## src/rtl/sevenseg_pkg.sv

```systemverilog
// Shared seven-segment definitions: active-low {G,F,E,D,C,B,A} digit patterns,
// the blank pattern, and the reader FSM state type.
package sevenseg_pkg;

  typedef logic [6:0] seg_t;

  localparam seg_t SEG_0     = 7'h40;
  localparam seg_t SEG_1     = 7'h79;
  localparam seg_t SEG_2     = 7'h24;
  localparam seg_t SEG_3     = 7'h30;
  localparam seg_t SEG_4     = 7'h19;
  localparam seg_t SEG_5     = 7'h12;
  localparam seg_t SEG_6     = 7'h02;
  localparam seg_t SEG_7     = 7'h78;
  localparam seg_t SEG_8     = 7'h00;
  localparam seg_t SEG_9     = 7'h10;
  localparam seg_t SEG_A     = 7'h08;
  localparam seg_t SEG_B     = 7'h03;
  localparam seg_t SEG_C     = 7'h46;
  localparam seg_t SEG_D     = 7'h21;
  localparam seg_t SEG_E     = 7'h06;
  localparam seg_t SEG_F     = 7'h0E;
  localparam seg_t SEG_BLANK = 7'h7F;

  typedef enum logic {
    ST_IDLE    = 1'b0,
    ST_PRESENT = 1'b1
  } reader_state_t;

endpackage

```

## src/rtl/sevenseg_decode.sv

```systemverilog
// Combinational segment-pattern to hex-nibble lookup; unknown patterns flag err.
module sevenseg_decode
  import sevenseg_pkg::*;
(
  input  seg_t       pattern,
  output logic [3:0] value,
  output logic       err
);

  // Map each legal digit pattern to its nibble; everything else is an error with value 0.
  always_comb begin
    value = 4'h0;
    err   = 1'b0;
    case (pattern)
      SEG_0:   value = 4'h0;
      SEG_1:   value = 4'h1;
      SEG_2:   value = 4'h2;
      SEG_3:   value = 4'h3;
      SEG_4:   value = 4'h4;
      SEG_5:   value = 4'h5;
      SEG_6:   value = 4'h6;
      SEG_7:   value = 4'h7;
      SEG_8:   value = 4'h8;
      SEG_9:   value = 4'h9;
      SEG_A:   value = 4'hA;
      SEG_B:   value = 4'hB;
      SEG_C:   value = 4'hC;
      SEG_D:   value = 4'hD;
      SEG_E:   value = 4'hE;
      SEG_F:   value = 4'hF;
      default: err   = 1'b1;
    endcase
  end

endmodule

```

## src/rtl/sevenseg_reader.sv

```systemverilog
// Reads an asynchronous active-low seven-segment bus, debounces it, decodes
// each newly settled digit and offers it as a valid/ready transaction.
//
//   state      | meaning
//   -----------+-------------------------------------------
//   ST_IDLE    | no pending transaction, valid=0
//   ST_PRESENT | value/err held for the consumer, valid=1
module sevenseg_reader
  import sevenseg_pkg::*;
#(
  parameter int unsigned STABLE_CYCLES = 4
) (
  input  logic       clk,
  input  logic       rst,
  input  logic       A,
  input  logic       B,
  input  logic       C,
  input  logic       D,
  input  logic       E,
  input  logic       F,
  input  logic       G,
  input  logic       ready,
  output logic [3:0] value,
  output logic       err,
  output logic       valid,
  output logic       overrun
);

  localparam logic [7:0] CNT_MAX    = 8'(STABLE_CYCLES);
  localparam logic [7:0] CNT_BEFORE = 8'(STABLE_CYCLES - 1);

  seg_t          sync1, sync2, prev, last;
  logic [7:0]    cnt;
  logic          accept, produce, handshake, load, overrun_set;
  logic [3:0]    dec_value;
  logic          dec_err;
  reader_state_t state, state_nxt;

  sevenseg_decode u_decode (
    .pattern (sync2),
    .value   (dec_value),
    .err     (dec_err)
  );

  // Two-flop synchronizer for the asynchronous segment lines.
  always_ff @(posedge clk) begin
    if (rst) begin
      sync1 <= SEG_BLANK;
      sync2 <= SEG_BLANK;
    end else begin
      sync1 <= {G, F, E, D, C, B, A};
      sync2 <= sync1;
    end
  end

  // Stability counter: restarts on any change of the synchronized pattern, saturates at the limit.
  always_ff @(posedge clk) begin
    if (rst) begin
      prev <= SEG_BLANK;
      cnt  <= 8'd0;
    end else begin
      prev <= sync2;
      if (sync2 != prev)
        cnt <= 8'd0;
      else if (cnt != CNT_MAX)
        cnt <= cnt + 8'd1;
    end
  end

  // Acceptance fires on the edge where the counter reaches the limit, so the
  // FSM can load in that same edge; blank and repeated patterns give no transaction.
  assign accept    = (sync2 == prev) && (cnt == CNT_BEFORE);
  assign produce   = accept && (sync2 != last) && (sync2 != SEG_BLANK);
  assign handshake = (state == ST_PRESENT) && ready;

  // Last accepted pattern tracks every acceptance, including blanks and dropped ones.
  always_ff @(posedge clk) begin
    if (rst)
      last <= SEG_BLANK;
    else if (accept)
      last <= sync2;
  end

  // FSM state register.
  always_ff @(posedge clk) begin
    if (rst)
      state <= ST_IDLE;
    else
      state <= state_nxt;
  end

  // FSM next-state: a handshake coinciding with a new digit keeps the FSM presenting.
  always_comb begin
    state_nxt = state;
    case (state)
      ST_IDLE:    if (produce) state_nxt = ST_PRESENT;
      ST_PRESENT: if (handshake && !produce) state_nxt = ST_IDLE;
      default:    state_nxt = ST_IDLE;
    endcase
  end

  // FSM outputs: valid, data-load strobe and overrun strobe.
  always_comb begin
    valid       = 1'b0;
    load        = 1'b0;
    overrun_set = 1'b0;
    case (state)
      ST_IDLE:    load = produce;
      ST_PRESENT: begin
        valid       = 1'b1;
        load        = produce && ready;
        overrun_set = produce && !ready;
      end
      default:    valid = 1'b0;
    endcase
  end

  // Transaction data and sticky overrun flag.
  always_ff @(posedge clk) begin
    if (rst) begin
      value   <= 4'h0;
      err     <= 1'b0;
      overrun <= 1'b0;
    end else begin
      if (load) begin
        value <= dec_value;
        err   <= dec_err;
      end
      if (overrun_set)
        overrun <= 1'b1;
    end
  end

endmodule

```

## config.mk

```make
export PLATFORM = sky130hd
export DESIGN_NAME = sevenseg_reader
export DESIGN_NICKNAME = d
export VERILOG_FILES = /design/src/rtl/sevenseg_pkg.sv /design/src/rtl/sevenseg_decode.sv /design/src/rtl/sevenseg_reader.sv
export SDC_FILE = /design/constraint.sdc
export NUM_CORES = 1
export LEC_CHECK = 0
export CAP_MARGIN = 30
export CORE_UTILIZATION = 34
export DETAILED_ROUTE_END_ITERATION = 10
export PLACE_DENSITY_LB_ADDON = 0.08
export SLEW_MARGIN = 5
export SYNTH_ARGS = -nofsm -noshare
export SYNTH_HDL_FRONTEND = slang
export SYNTH_SLANG_ARGS = --single-unit
```

## constraint.sdc

```tcl
create_clock -name clk -period 1.6 [get_ports clk]
set_input_delay 0.32 -clock clk [delete_from_list [all_inputs] [get_ports clk]]
set_output_delay 0.32 -clock clk [all_outputs]
set_load 0.05 [all_outputs]
```

# --- Word level (Yosys, flattened, before mapping) ---
# Index checks and enable logic that the tools add are counted.
classes:
  addsub: 1
  eq_ne: 21
  muxes: 8
  bitwise: 1
  reduce_logical: 12
op_table:
  columns: ["op", "count"]
  rows:
  - ["one-hot mux 4 bit (15 select lines)", 1]
  - ["equality test 7 bit (second input constant)", 4]
  - ["equality test 7 x 5 -> 1 bit (second input constant)", 3]
  - ["equality test 7 x 6 -> 1 bit (second input constant)", 3]
  - ["OR reduction 16 bit", 1]
  - ["equality test 7 x 2 -> 1 bit (second input constant)", 2]
  - ["equality test 7 x 4 -> 1 bit (second input constant)", 2]
  - ["!= test 7 bit", 2]
  - ["adder 8 x 1 -> 8 bit (second input constant)", 1]
  - ["equality test 8 x 2 -> 1 bit (second input constant)", 1]
  - ["!= test 8 x 3 -> 1 bit (second input constant)", 1]
  - ["equality test 7 x 3 -> 1 bit (second input constant)", 1]
  - ["equality test 7 bit", 1]
  - ["logical AND 1 bit", 7]
  - ["zero test 7 bit", 1]
  - ["!= test 7 bit (second input constant)", 1]
  - ["two-way mux 1 bit", 5]
  - ["one-hot mux 1 bit (2 select lines)", 2]
  - ["zero test 1 bit", 2]
  - ["OR reduction 2 bit", 1]
  - ["inverter 1 bit", 1]
word_totals:
  reg_bits: 43
  in_bits: 10
  out_inout_bits: 7
  wordCells: 52

# --- Longest topological paths before layout ---
# Gate-level depths: netlist of the first run.
depth:
  word_depth: 8
  mapped_depth: 7
  ltp_nobuf: 6

# --- Modules after synthesis ---
# Synthesis of the first run repeated with hierarchy kept, for this count alone.
unflattened:
  cells_unflattened: 225
  hier_area_um2: 2057.0
modules_own_cells:
  columns: ["module", "instances", "cells_per_inst", "area_each_um2", "seq_area_each_um2"]
  rows:
  - ["sevenseg_reader", 1, 162, 1675.4, 860.8]
  - ["sevenseg_decode", 1, 63, 381.6, 0.0]

# --- Worst setup path after synthesis of the first run ---
# No wires, ideal clock.
synth_path:
  path_type: "reg-to-reg"
  start: "register sync2[6]"
  end: "register value[1]"
  setup_time_ns: 0.123
  arrival_time_ns: 1.469
  t_required_ns: 1.477
  setup_slack_ns: 0.008
  stages_incl_launch_ff: 8
  n_path_buf: 2
  period_less_slack_ns: 1.592
  path_cell_list: "dfxtp_1 -> buf_4 -> xnor2_1 -> nand3_1 -> nor3_1 -> buf_4 -> nand2_2 -> mux2_1"
synth_via:
  elab_chain_len: 6
  word_cells_on_any_way: 24
  classes_between: "eq/ne: 17; mux: 2; reduce/logical: 5"
synth_lines:
  columns: ["item", "line", "rtl"]
  rows:
  - ["start: declaration", "sevenseg_reader.sv:32", "seg_t sync1, sync2, prev, last;"]
  - ["start signal: assignment", "sevenseg_reader.sv:52", "sync2 <= sync1;"]
  - ["equality test 7 bit", "sevenseg_reader.sv:72", "assign accept = (sync2 == prev) && (cnt == CNT_BEFORE);"]
  - ["logical AND 1 bit", "sevenseg_reader.sv:72", null]
  - ["logical AND 1 bit (2 in a row)", "sevenseg_reader.sv:73", "assign produce = accept && (sync2 != last) && (sync2 != SEG_BLANK);"]
  - ["logical AND 1 bit", "sevenseg_reader.sv:111", "load = produce && ready;"]
  - ["one-hot mux 1 bit (2 select lines)", "sevenseg_reader.sv:107", "case (state)"]
  - ["end signal: assignment", "sevenseg_reader.sv:126", "value <= dec_value;"]
  - ["end: declaration", "sevenseg_reader.sv:23", "output logic [3:0] value,"]
# Several ways; a longest one is shown, not always the timed one.
# A chain may end at the register's enable or synchronous reset.

# --- Worst setup path after layout of the first run ---
layout_path:
  start: "register sync2[3]"
  end: "register err"
layout_via:
  elab_chain_len: 6
  word_cells_on_any_way: 26
  classes_between: "eq/ne: 18; mux: 2; reduce/logical: 6"
layout_lines:
  columns: ["item", "line", "rtl"]
  rows:
  - ["equality test 7 bit", "sevenseg_reader.sv:72", null]
  - ["logical AND 1 bit", "sevenseg_reader.sv:72", null]
  - ["logical AND 1 bit (2 in a row)", "sevenseg_reader.sv:73", null]
  - ["logical AND 1 bit", "sevenseg_reader.sv:111", null]
  - ["one-hot mux 1 bit (2 select lines)", "sevenseg_reader.sv:107", null]
  - ["end signal: assignment", "sevenseg_reader.sv:127", "err <= dec_err;"]
  - ["end: declaration", "sevenseg_reader.sv:24", "output logic err,"]
# Several ways; a longest one is shown, not always the timed one.

==> results of run 1 <==
[cells in the final DEF, fill, tap and decap left out, types with 4 or more instances in the layout]
cell type	instances
dfxtp_4	4
mux2i_1	9
buf_6	8
xnor2_2	10
nand4_1	4
xnor2_1	7
inv_1	4
nor2_1	11
clkdlybuf4s50_1	9
nand3_1	7
dfxtp_2	4
xor2_1	5
nand2_1	16
or2_2	20
clkbuf_8	6
dfxtp_1	35
buf_4	44
[report_power, final]
group	leakage, nW	internal [mW]	switching [mW]
Sequential	0.350	1.09	0.0179
Combinational	0.827	0.147	0.112
Clock	0.0612	0.505	0.393
Total	1.24	1.74	0.522
[cell families (layout without fill, tap and decap cells)]
kind of cell,after synthesis,in the layout
buffers and inverters,21,76
DFF,43,43
adders and majority gates,2,2
xor gates and xnor gates,22,22
muxes,12,12
and+or+nand+nor,91,91
AOI/OAI and AO/OA,24,24
[worst max-delay path: cells and delay by family (launching register included)]
kind	cells	cell delay, ns
AND/OR/NAND/NOR	3	0.96
flip-flops	1	0.34
buffers and inverters	1	0.15
AO/OA/AOI/OAI	1	0.06
multiplexers	1	0.06
[sequential cells by signal (all words and copies together) (netlist names)]
name and cells:
sync1 7, sync2 7, state 1, err 1, last 7, overrun 1, value 4, cnt 8
prev 7
[cell type report]
| class | count | area [µm²] | area share (%) |
|---|---|---|---|
| repair buffers | 64 | 570.5 | 19.93 |
| clock buffers | 6 | 82.58 | 2.885 |
| flip-flops and latches | 43 | 880.8 | 30.77 |
| multi-input cells | 151 | 1189 | 41.52 |
| clock inverters | 2 | 35.03 | 1.224 |
| inverters | 4 | 15.01 | 0.5245 |
| well taps | 72 | 90.09 | 3.147 |
[through the flow]
| step | cell area (µm²) | TNS (ns) | instances |
|---|---|---|---|
| CTS | 2801 | -0.09003 | 342 |
| finish | 2863 | -0.1631 | 342 |
| floorplan | 2047 | 0 | 215 |
| global route | 2863 | -1.229 | 342 |
| detailed placement | 2499 | -1.664 | 326 |
| global placement | 2499 | -1.375 | 326 |
[repair_timing]
action	CTS	global route
buffers inserted	8	0
gates cloned	0	0
pin swaps	8	5
hold buffers	0	0
endpoints found under the setup margin	11	18
hold endpoints to repair	0	0
gates resized for setup	31	14
[final timing paths]
kind                   end  cells after the start  slack, ns  startpoint
hold reg to reg   sync2[3]                      1       0.41    sync1[3]
setup / recovery       err                      6      -0.07    sync2[3]
setup reg to reg       err                      6      -0.07    sync2[3]
hold / removal    sync2[3]                      1       0.41    sync1[3]
[per-layer routing]
layer  vias up  wire length [µm]  track usage, %
met3         8               142           3.657
met5         -                 0               0
li1        844                 -               -
met4         0                70           6.000
met2        22              2353           29.91
met1       784              2337           21.74
==> results.json, run 1 <==
{
  "grt_max_degree": 23,
  "grt_antenna_before_repair": 0,
  "synth_most_common_cell": "dfxtp_1",
  "violations": "negative setup slack",
  "drt_iter0_markers": 62,
  "synth_top_family_by_area": "simple AND/OR/NAND/NOR gates",
  "power_density_nw_per_um2": 791.3,
  "post_synth_inst_count": 215,
  "rsz0062_at_grt": "yes",
  "avgViaCountPerCell": 4.848,
  "io_buffers": 16,
  "grt_usage_pct": 17.55,
  "synth_fa_ha_area_share_pct": 1.222,
  "firstDrtPassIters": 4,
  "n_fill_cell": 523,
  "fin_crit_ns": 1.666,
  "power_mw": 2.265,
  "syn_avg_cell_area_um2": 9.521,
  "dp_slack_ns": -0.1402,
  "io_pins": 17,
  "place_hpwl_um": 3448,
  "synth-edff-count": 0,
  "hold_path.class": "register to register",
  "ant_nets": 0,
  "cts_tree": "yes",
  "rows": 27,
  "core_um2": 5642,
  "vdd_drop_max_mv": 0.4502,
  "syn_nets": 227,
  "power_leakage_nw": 1.238,
  "path_clk_slew_ns": 0.09,
  "clk_latency_ns": 0.30,
  "globalplace.congestion": 0.8402,
  "root_buffer": "clkbuf_8",
  "synth.area.mux_share_pct": 5.990,
  "fp.dieH_um": 79.59,
  "synth_warnings": 0,
  "dieArea_um2": 6335,
  "clock_sinks": 43,
  "final_max_slew_viol_count": 0,
  "fin_util_pct": 50.74,
  "synth_seq_area_share_pct": 42.05,
  "worstPathArrival_ns": 1.87,
  "wl_per_cell_um": 14.34,
  "skew_ns": 0.005893,
  "ys_top_cells_by_count": "dfxtp_1 (43), or2_2 (20), xnor2_1 (17)",
  "num_vias": 1658,
  "yosys.area_share.simple_pct": 25.86,
  "synth_compound_gate_area_share_pct": 8.924,
  "grt_pass1_wl_um": 8397,
  "area_growth_pct": 39.85,
  "overflow": 0,
  "grt_pass1_vias": 1745,
  "maxCapViolations": 0,
  "routed_wl_um": 4903,
  "synth_area_leaders": "dfxtp_1 (42%), xnor2_1 (7.3%), or2_2 (6.1%)",
  "fin_ws_ns": -0.06576,
  "yosys.area.top_type_share_pct": 42.05,
  "synth.distinct_cells": 46,
  "hold_ws_ns": 0.4125,
  "clockBufferDepth": 2,
  "critPathMaxFanout": 15,
  "drive_above_1_share_pct": 42.96,
  "crit_chain": "buf_12 -> nor4b_4 -> a31oi_1 -> or4b_4 -> or4b_1 -> mux2i_1",
  "ys_ff_latch": 43,
  "max-slew-margin-rel_pct": 63.27,
  "worstSetupPathType": "register to register",
  "start_util_pct": 36.28,
  "post-route-period-util_pct": 104.1,
  "syn_area_um2": 2047,
  "numCtsBuffers": 5,
  "hold_violations": 0,
  "worstPathRequired_ns": 1.80,
  "critPathSlowestCell": "or4b_4",
  "diodes": 0,
  "fin_nets": 281,
  "async_flop_share_pct": 0,
  "setup_violations": 9,
  "synth_xor_area_share_pct": 9.413,
  "die_x_um": 79.59,
  "status": "complete, but fails checks",
  "worstSetupEndpointType": "register",
  "yosysTopAreaCell": "dfxtp_1",
  "critical_path.max_stage_delay_ns": 0.50,
  "ys.flop_type": "dfxtp_1",
  "drc": 0,
  "cp-start-kind": "register",
  "max_freq_mhz": 600.3,
  "h-tree-depth": 2,
  "worst_slew_pin_slew_ns": 0.5435
}
No activity file was read; power rests on OpenSTA's default activity.
==> run 2: changes to the inputs <==
- CORE_ASPECT_RATIO: unset -> 1.25
==> run 2 against run 1 <==
Effect of this change:
- the flow finishes with violations (design-rule violations, negative setup slack)
- register-to-register slack improved by 0.04 ns
- sequential cell count stayed put
- power down 9.4%
- sequential power hardly changed
- count of clock-buffer cells in the layout is the same
- final cell count is 0.88% lower
- global-route usage decreased by 1.8 points
- critical path depth up 1
- first-iteration DRC count shrank 16%
- clock skew rose by 0.0045 ns
- via count grew 2.5%
- critical path type unchanged
- largest power group unchanged
==> results.json, run 2 (synthesis gave the netlist of run 1 again) <==
{
  "max-slew-margin-rel_pct": 68.64,
  "grt_usage_pct": 15.80,
  "area_growth_pct": 39.12,
  "postLayoutCellArea_um2": 2848,
  "fin_crit_ns": 1.626,
  "hold_ws_ns": 0.4060,
  "dieArea_um2": 6337,
  "grt_max_degree": 21,
  "max_freq_mhz": 615.0,
  "hold_path.class": "register to register",
  "routed_wl_um": 4715,
  "vdd_drop_max_mv": 0.4773,
  "power_density_nw_per_um2": 721.1,
  "cts_tree": "yes",
  "worst_slew_pin_slew_ns": 0.4637,
  "overflow": 0,
  "hold_violations": 0,
  "io_pins": 17,
  "top_register": "cnt",
  "root_buffer": "clkbuf_8",
  "clockBufferDepth": 2,
  "largest_register_ffs": 8,
  "timing.setup.tns_ns": -0.06099,
  "maxCapViolations": 0,
  "final_cell_mix": "buf_4 (44), dfxtp_1 (36), or2_2 (20)",
  "critPathMaxFanout": 7,
  "worstPathRequired_ns": 1.83,
  "h-tree-depth": 2,
  "die_x_um": 71.40,
  "start_util_pct": 35.18,
  "critical_path.max_stage_delay_ns": 0.49,
  "avgViaCountPerCell": 5.015,
  "diodes": 0,
  "final_common_cell": "buf_4",
  "crit_chain": "buf_8 -> buf_6 -> a21oi_4 -> a22oi_4 -> nand2_2 -> or4b_1 -> mux2i_1",
  "numCtsBuffers": 5,
  "fp.dieH_um": 88.75,
  "n_fill_cell": 556,
  "drive_above_1_share_pct": 42.86,
  "violations": "design-rule violations, negative setup slack",
  "drt_iter0_markers": 52,
  "drc": 1,
  "multi_input_area_um2": 1167,
  "fin_nets": 284,
  "regArea_um2": 882.1,
  "clk_latency_ns": 0.30,
  "rsz0062_at_grt": "yes",
  "final_max_slew_viol_count": 0,
  "skew_ns": 0.01041,
  "path_clk_slew_ns": 0.09,
  "post-route-period-util_pct": 101.6,
  "ant_nets": 0,
  "globalplace.congestion": 0.8356,
  "grt_antenna_before_repair": 0,
  "worstSetupEndpointType": "register",
  "wl_per_cell_um": 13.91,
  "core_um2": 5818,
  "worstSetupPathType": "register to register",
  "worstPathArrival_ns": 1.86,
  "clock_sinks": 43,
  "io_buffers": 16,
  "grt_pass1_vias": 1700,
  "power_leakage_nw": 1.239,
  "firstDrtPassIters": 7,
  "rows": 31,
  "dpl_cell_area_um2": 2491,
  "place_hpwl_um": 3298,
  "status": "complete, but fails checks",
  "critPathSlowestCell": "or4b_1",
  "cp-start-kind": "register",
  "num_vias": 1700,
  "grt_pass1_wl_um": 7610,
  "fin_ws_ns": -0.02599,
  "setup_violations": 3
}
==> run 2: path summary, 6_finish.rpt <==
path                                from  cells past startpoint  endpoint  slack [ns]
worst min register to register  sync1[3]                      1  sync2[3]        0.41
worst min-delay path            sync1[3]                      1  sync2[3]        0.41
worst max-delay path            sync2[3]                      7       err       -0.03
worst max register to register  sync2[3]                      7       err       -0.03
==> run 2: where the power goes <==
| group | total [mW] | internal [mW] | switching, mW |
|---|---|---|---|
| logic | 0.263 | 0.154 | 0.109 |
| clock network | 0.678 | 0.305 | 0.373 |
| registers | 1.11 | 1.09 | 0.0229 |
| total | 2.05 | 1.55 | 0.505 |
==> run 2: stage by stage <==
stage / cells / utilization, % / power (mW) / setup WS, ns
floorplan: 215 / - / 1.262 / 0.007916
global placement: 320 / 42.82 / 1.358 / -0.2177
detailed placement: 320 / 42.82 / 1.361 / -0.2175
CTS: 331 / 46.41 / 2.066 / -0.02471
global route: 339 / 48.95 / 2.166 / -0.1346
finish: 339 / 48.95 / 2.053 / -0.02599
==> run 2: final cells by class <==
type	instances	share of cell area, %
clock buffers	6	2.548
flip-flops and latches	43	30.98
inverters	4	0.5272
clock inverters	2	0.4394
multi-input cells	151	40.99
repair buffers	67	21.62
well taps	66	2.900
==> run 2: repair_timing <==
item | CTS | global route
pin swaps | 8 | 16
setup buffers | 3 | 9
hold buffers | 0 | 0
endpoints found under the setup margin | 14 | 19
resized for setup | 28 | 23
==> run 2: worst max-delay path, delay by kind of cell, from the launching register on <==
| kind | cells | cell delay [ns] |
|---|---|---|
| buffers and inverters | 2 | 0.24 |
| AO/OA/AOI/OAI | 2 | 0.22 |
| flip-flops | 1 | 0.41 |
| multiplexers | 1 | 0.13 |
| AND/OR/NAND/NOR | 2 | 0.56 |
==> run 2: layer usage <==
| layer | vias up | part of all wire, % | routed length (µm) | global-route usage [%] |
|---|---|---|---|---|
| li1 | 848 | - | - | - |
| met1 | 802 | 42 | 1984 | 17.05 |
| met2 | 36 | 52 | 2452 | 28.83 |
| met3 | 14 | 2.4 | 111 | 3.531 |
| met4 | 0 | 3.5 | 166 | 8.364 |
| met5 | - | 0 | 0 | 0 |
